===== src/rtl/wr_req_scheduler.sv =====
// rtl/wr_req_scheduler.sv - round-robin, credit-gated write-request scheduler onto the shared sq_wr queue
// Ports:
//   clk, rst           sole clock; synchronous active-high reset
//   req_valid/ready    per-stream request handshake (req_ready is the combinational grant strobe)
//   req_vaddr/len/last per-stream request payload, stream i in slice i
//   sq_*               registered shared write-request slot with sq_ready backpressure
//   cq_valid, cq_dest  write completion, always accepted
//   cmpl_pulse         registered one-cycle completion strobe per stream
//   outstanding        per-stream issued-but-uncompleted count, CNT_W bits per stream
//   err_underflow      sticky: completion for a stream with nothing outstanding
//   err_bad_dest       sticky: completion addressed to a non-existent stream
module wr_req_scheduler #(
    parameter int N_STREAMS       = 4,
    parameter int MAX_OUTSTANDING = 8,
    parameter int VADDR_W         = 48,
    parameter int LEN_W           = 28,
    parameter int ID_W            = 4,
    localparam int CNT_W          = $clog2(MAX_OUTSTANDING + 1),
    localparam int PTR_W          = (N_STREAMS > 1) ? $clog2(N_STREAMS) : 1
) (
    input  logic                         clk,
    input  logic                         rst,
    input  logic [N_STREAMS-1:0]         req_valid,
    output logic [N_STREAMS-1:0]         req_ready,
    input  logic [N_STREAMS*VADDR_W-1:0] req_vaddr,
    input  logic [N_STREAMS*LEN_W-1:0]   req_len,
    input  logic [N_STREAMS-1:0]         req_last,
    output logic                         sq_valid,
    input  logic                         sq_ready,
    output logic [VADDR_W-1:0]           sq_vaddr,
    output logic [LEN_W-1:0]             sq_len,
    output logic [ID_W-1:0]              sq_dest,
    output logic                         sq_last,
    input  logic                         cq_valid,
    input  logic [ID_W-1:0]              cq_dest,
    output logic [N_STREAMS-1:0]         cmpl_pulse,
    output logic [N_STREAMS*CNT_W-1:0]   outstanding,
    output logic                         err_underflow,
    output logic                         err_bad_dest
);

    typedef enum logic {EMPTY, FULL} slot_state_t;

    slot_state_t          state;
    logic [PTR_W-1:0]     rr_ptr;
    logic [CNT_W-1:0]     cnt [N_STREAMS];

    logic [N_STREAMS-1:0] eligible;
    logic [N_STREAMS-1:0] cq_hit;
    logic                 found;
    logic                 grant;
    logic [PTR_W-1:0]     winner;
    logic [PTR_W-1:0]     next_ptr;
    logic [VADDR_W-1:0]   sel_vaddr;
    logic [LEN_W-1:0]     sel_len;
    logic                 sel_last;
    logic                 cq_in_range;

    assign sq_valid    = (state == FULL);
    assign cq_in_range = ({1'b0, cq_dest} < (ID_W + 1)'(N_STREAMS));
    assign grant       = found && (!sq_valid || sq_ready) && !rst;
    assign next_ptr    = (winner == PTR_W'(N_STREAMS - 1)) ? '0 : winner + 1'b1;

    // Two upward passes: streams at or above the pointer win first, then the wrap-around part.
    always_comb begin
        eligible = '0;
        found    = 1'b0;
        winner   = '0;
        for (int i = 0; i < N_STREAMS; i++)
            eligible[i] = req_valid[i] && (cnt[i] < CNT_W'(MAX_OUTSTANDING));
        for (int i = 0; i < N_STREAMS; i++) begin
            if (!found && eligible[i] && (PTR_W'(i) >= rr_ptr)) begin
                found  = 1'b1;
                winner = PTR_W'(i);
            end
        end
        for (int i = 0; i < N_STREAMS; i++) begin
            if (!found && eligible[i]) begin
                found  = 1'b1;
                winner = PTR_W'(i);
            end
        end
    end

    always_comb begin
        req_ready   = '0;
        cq_hit      = '0;
        outstanding = '0;
        sel_vaddr   = '0;
        sel_len     = '0;
        sel_last    = 1'b0;
        for (int i = 0; i < N_STREAMS; i++) begin
            req_ready[i] = grant && (winner == PTR_W'(i));
            cq_hit[i]    = cq_valid && cq_in_range && (cq_dest == ID_W'(i));
            outstanding[i*CNT_W +: CNT_W] = cnt[i];
            if (winner == PTR_W'(i)) begin
                sel_vaddr = req_vaddr[i*VADDR_W +: VADDR_W];
                sel_len   = req_len[i*LEN_W +: LEN_W];
                sel_last  = req_last[i];
            end
        end
    end

    always_ff @(posedge clk) begin
        if (rst) begin
            state         <= EMPTY;
            rr_ptr        <= '0;
            sq_vaddr      <= '0;
            sq_len        <= '0;
            sq_dest       <= '0;
            sq_last       <= 1'b0;
            cmpl_pulse    <= '0;
            err_underflow <= 1'b0;
            err_bad_dest  <= 1'b0;
            for (int i = 0; i < N_STREAMS; i++)
                cnt[i] <= '0;
        end else begin
            case (state)
                EMPTY:   if (grant) state <= FULL;
                FULL:    if (sq_ready && !grant) state <= EMPTY;
                default: state <= EMPTY;
            endcase

            if (grant) begin
                sq_vaddr <= sel_vaddr;
                sq_len   <= sel_len;
                sq_last  <= sel_last;
                sq_dest  <= ID_W'(winner);
                rr_ptr   <= next_ptr;
            end

            if (cq_valid && !cq_in_range)
                err_bad_dest <= 1'b1;

            // Credits are taken at grant time so a stalled slot still counts against its stream.
            // A completion on an empty counter is flagged but cannot take the count below zero.
            for (int i = 0; i < N_STREAMS; i++) begin
                cmpl_pulse[i] <= cq_hit[i];
                if (cq_hit[i] && (cnt[i] == '0))
                    err_underflow <= 1'b1;
                if (req_ready[i] && !(cq_hit[i] && (cnt[i] != '0)))
                    cnt[i] <= cnt[i] + 1'b1;
                else if (!req_ready[i] && cq_hit[i] && (cnt[i] != '0))
                    cnt[i] <= cnt[i] - 1'b1;
            end
        end
    end

endmodule


===== config.mk =====
export PLATFORM = sky130hd
export DESIGN_NAME = wr_req_scheduler
export DESIGN_NICKNAME = d
export VERILOG_FILES = /design/src/rtl/wr_req_scheduler.sv
export SDC_FILE = /design/constraint.sdc
export NUM_CORES = 1
export LEC_CHECK = 0
export ABC_AREA = 1
export CAP_MARGIN = 15
export CORE_AREA = 8 8 160 162
export DETAILED_ROUTE_END_ITERATION = 6
export DIE_AREA = 0 0 168 170
export HOLD_SLACK_MARGIN = 0.15
export PLACE_DENSITY_LB_ADDON = 0.05
export SETUP_SLACK_MARGIN = 0.2
export SLEW_MARGIN = 15
export SYNTH_ARGS = -nofsm -noshare
export SYNTH_HDL_FRONTEND = slang
export SYNTH_SLANG_ARGS = --single-unit

===== constraint.sdc =====
create_clock -name clk -period 6.4 [get_ports clk]
set_input_delay 1.28 -clock clk [delete_from_list [all_inputs] [get_ports clk]]
set_output_delay 1.28 -clock clk [all_outputs]
set_load 0.1 [all_outputs]

==> flow_metrics.env <==
export IMPL_outcome="finished, final reports clean"
export IMPL_fp_dieArea_um2=28560
export IMPL_globalRouteTotalUtil_pct=21.38
export IMPL_clk_tree_root_cell="sky130_fd_sc_hd__clkbuf_16"
export IMPL_timing_critical_path_cells="clkdlybuf4s50_1 > inv_1 > nor2_1 > nand2_1 > nand2_1 > nor2_4 > nand3b_1 > nand2_1 > inv_1 > ha_4 > nand3_2 > inv_1 > buf_4"
export IMPL_remaining_drc_errors=0
export IMPL_worst_pin_slew_ns=1.101
export IMPL_ys_top_cells_by_area="sky130_fd_sc_hd__dfxtp_1, sky130_fd_sc_hd__nand2_1, sky130_fd_sc_hd__o21ai_0, sky130_fd_sc_hd__edfxtp_1, sky130_fd_sc_hd__nand3_1"
export IMPL_grt_start_max_net_pins=109
export IMPL_critPathBufInv=5
export IMPL_hold_viol_final=0
export IMPL_seqPwrFrac_pct=22.4
export IMPL_ctsResizeCount=0
export IMPL_wl_per_cell_um=18.47
export IMPL_detailedRoute_firstPassIterationCount=4
export IMPL_sw_frac_of_total_pct=55.01
export IMPL_layout_worst_path_cycle_share_pct=77.20
export IMPL_cap_viol_max_count=0
export IMPL_worst_r2r_endpoint="sq_vaddr[35]$_SDFFE_PP0N_"
export IMPL_post_route_util_pct=48.92
export IMPL_critical_path_reg2reg_startpoint="cnt[0][3]$_SDFFCE_PN0P_"
export IMPL_p_int_uw=1811
export IMPL_multi_input_area_um2=3961
export IMPL_hold_path_class="flop to flop"
export IMPL_postCtsHoldBufs=0
export IMPL_die_height_um=170
export IMPL_detailedPlace_worstSlack_ns=1.438
export IMPL_max_stage_delay_ns=0.46
export IMPL_skew_ns=0.008942
export IMPL_finalNetCount=1764
export IMPL_avgViaCountPerCell=4.753
export IMPL_clk_path_buf_depth=2
export IMPL_synth_top_cell_by_area="sky130_fd_sc_hd__dfxtp_1"
export IMPL_num_fill_cells=2431
export IMPL_ff_latch_area_um2=2242
export IMPL_achievable_frequency_mhz=202.4
export IMPL_area_delta_synth_final_pct=68.12
export IMPL_io_buffer_count=425
export IMPL_setup_repair_after_global_routing_missed_its_margin="no"
export IMPL_post_synth_cell_area_avg_um2=6.298
export IMPL_power_frac_comb_pct=64.8
export IMPL_timing_max_slew_rel_slack_pct=26.37
export IMPL_hold_slack_ns=0.4620
export IMPL_core_region_area_um2=23050
export IMPL_synthDominantCellAreaShare_pct=26.26
export IMPL_fp_dieW_um=168
export IMPL_top_level_ports=428
export IMPL_drt_iter0_drc=372
export IMPL_ff2ff_path_depth=19
export IMPL_finalWorstSetupSlack_ns=1.459
export IMPL_worstHoldStart="sq_vaddr[29]$_SDFFE_PP0N_"
export IMPL_net_switching_power_uw=2215
export IMPL_floorplan_row_count=56
export IMPL_postSynthRegisterBits=104
export IMPL_highest_ir_drop_seen_on_vdd_mv=0.1247
export IMPL_synthCells=1065
export IMPL_synth_seq_area_share_pct=33.43
export IMPL_cp_arrival_ns=3.66
export IMPL_setup_worst_path_start_class="input port"
export IMPL_post_route_min_period_ns=4.941
export IMPL_tritoncts="yes"
export IMPL_clock_latency_ns=0.35
export IMPL_worst_path_dominant_cell_family="buffers and inverters"
export IMPL_first_global_vias=7868
export IMPL_worst_path_max_fanout=32
export IMPL_detail_route_wirelength_um=31870
export IMPL_total_congestion_overflow_after_global_routing=0
export IMPL_globalplace_congestion=0.8017
export IMPL_crit_slowest_cell="sky130_fd_sc_hd__clkdlybuf4s50_1"
export IMPL_holdPathEnd="sq_vaddr[29]$_SDFFE_PP0N_"
export IMPL_totalNegativeSetupSlack_ns=0
export IMPL_worst_endpoint_required_ns=5.12
export IMPL_share_clk_of_total_power_pct=12.8
export IMPL_powerDensity_nw_per_um2=357.0
export IMPL_mappedNetlistArea_um2=6708
export IMPL_drt_antenna_violating_nets=0
export IMPL_hold_path_cell_count=2
export IMPL_worst_setup_path_type="input port to output pin"
export IMPL_yosysWarnings=0
export IMPL_cts_reportedPaths_clkPinSlew_ns=0.07
export IMPL_final_max_slew_violation_count=0
export IMPL_cts_max_level=3
export IMPL_grt_pass1_wl_um=47060
export IMPL_setup_reg_to_reg_worst_slack_ns=2.95
export IMPL_total_setup_violations_reported_at_the_end_of_the_flow=0
export IMPL_synthDistinctLibCells=30
export IMPL_postCtsSetupRepairBufs=0
export IMPL_clock_sink_count=104
export IMPL_antenna_found_initial=10
export IMPL_initial_core_util_pct=29.10
export IMPL_cp_endpoint_kind="output pin"
export IMPL_report_power_total_uw=4026
export IMPL_detailed_place_hpwl_um=24270
export IMPL_cts_buffers=9
export IMPL_layout_cells_sized_above_1_pct=3.068
export IMPL_routed_via_count=8199
export IMPL_power_leakage_uw=0.004739
-- area by class of cell --
class	count	share of cell area [%]
diodes	1	0.02219
inverters	35	1.176
clock buffers	13	2.130
repair buffers	433	38.28
multi-input cells	846	35.13
flip-flops and latches	104	19.88
clock inverters	3	0.1664
well taps	290	3.218
-- cell usage in the layout (no fill, tap or decap), types with 3 or more instances in the layout --
master                            count
sky130_fd_sc_hd__edfxtp_1            16
sky130_fd_sc_hd__fa_1                 3
sky130_fd_sc_hd__clkbuf_16            9
sky130_fd_sc_hd__xor2_1               8
sky130_fd_sc_hd__nand4_1              7
sky130_fd_sc_hd__nand2_1            407
sky130_fd_sc_hd__nand3_2              4
sky130_fd_sc_hd__nor3_1               4
sky130_fd_sc_hd__a21oi_1             94
sky130_fd_sc_hd__dfxtp_1             88
sky130_fd_sc_hd__buf_4               11
sky130_fd_sc_hd__nand2_2              5
sky130_fd_sc_hd__nor2_1              33
sky130_fd_sc_hd__inv_2                4
sky130_fd_sc_hd__clkbuf_1             4
sky130_fd_sc_hd__ha_1                 9
sky130_fd_sc_hd__o21ai_0            119
sky130_fd_sc_hd__clkdlybuf4s50_1    421
sky130_fd_sc_hd__o21ai_1             42
sky130_fd_sc_hd__ha_4                 3
sky130_fd_sc_hd__nand3_1             95
sky130_fd_sc_hd__inv_1               30
-- how the worst max path moves through the flow --
stage                       startpoint      endpoint  slack [ns]  depth (start not counted)
after floorplan           req_valid[0]  req_ready[2]        1.90                         13
after global placement    req_valid[0]  req_ready[2]        1.51                         13
after detailed placement  req_valid[0]  req_ready[2]        1.44                         13
after CTS                 req_valid[0]  req_ready[2]        1.43                         13
after global routing      req_valid[0]  req_ready[2]        1.25                         13
final                     req_valid[0]  req_ready[2]        1.46                         13
-- synthesized netlist by cell type (all sizes together) --
| cell type | count |
|---|---|
| a21oi | 95 |
| a32oi | 1 |
| buf | 42 |
| clkbuf | 39 |
| conb | 1 |
| dfxtp | 88 |
| edfxtp | 16 |
| fa | 3 |
| ha | 12 |
| inv | 35 |
| nand2 | 412 |
| nand3 | 99 |
| nand3b | 2 |
| nand4 | 8 |
| nor2 | 35 |
| nor3 | 4 |
| nor4 | 2 |
| o21ai | 161 |
| xnor2 | 2 |
| xor2 | 8 |
-- worst reg2reg max path: stages, from the launching register on --
cell and delay, ns:
sky130_fd_sc_hd__edfxtp_1 0.45, sky130_fd_sc_hd__nor2_1 0.22, sky130_fd_sc_hd__nand2_1 0.13, sky130_fd_sc_hd__nand2_1 0.12
sky130_fd_sc_hd__nor2_4 0.05, sky130_fd_sc_hd__nand3b_1 0.08, sky130_fd_sc_hd__nand2_1 0.17, sky130_fd_sc_hd__inv_1 0.18
sky130_fd_sc_hd__ha_1 0.25, sky130_fd_sc_hd__inv_2 0.06, sky130_fd_sc_hd__nor2_4 0.72, sky130_fd_sc_hd__buf_12 0.32
sky130_fd_sc_hd__nand2_1 0.08, sky130_fd_sc_hd__nand2_1 0.06, sky130_fd_sc_hd__o21ai_0 0.08, sky130_fd_sc_hd__nand2_1 0.08
sky130_fd_sc_hd__o21ai_0 0.08, sky130_fd_sc_hd__nand2_1 0.09, sky130_fd_sc_hd__nand2_1 0.07, sky130_fd_sc_hd__nor2_1 0.10
-- flip-flops by register name (all words and copies together) (netlist names) --
register and cells:
err_underflow 1, sq_vaddr 48, sq_len 28, sq_valid 1, sq_last 1, sq_dest 2
cnt 16, rr_ptr 2, err_bad_dest 1, cmpl_pulse 4
-- layer usage --
metal | vias to the layer above | track usage, % | wire, µm
met4 | 18 | 5.318 | 463
met3 | 37 | 7.461 | 2529
met1 | 3667 | 24.20 | 12460
met5 | - | 0 | 123
met2 | 245 | 37.90 | 16290
li1 | 4232 | - | -
-- cell families (layout without fill, tap and decap cells) --
family | Yosys count | in the layout | share of synthesized area, %
xor gates and xnor gates | 10 | 10 | 1.306
buffers and inverters | 116 | 484 | 8.133
other | 1 | 3 | 0.05591
AOI/OAI and AO/OA | 257 | 257 | 19.29
DFF | 104 | 104 | 33.43
adders and majority gates | 15 | 15 | 3.134
and+or+nand+nor | 562 | 562 | 34.66
-- through the flow --
step,instance area [µm²],instances
after detailed placement,11020,1708
final,11280,1725
after CTS,11270,1724
after global routing,11280,1725
after floorplan,6711,1066
after global placement,11020,1708
-- power groups by stage --
stage	clock network, µW	logic [µW]	registers [µW]
final	517	2610	901
after global routing	560	2790	923
after CTS	533	2640	902
after detailed placement	0	2630	916
after global placement	0	2630	911
after floorplan	0	797	1980
(Power assumes the default switching activity.)
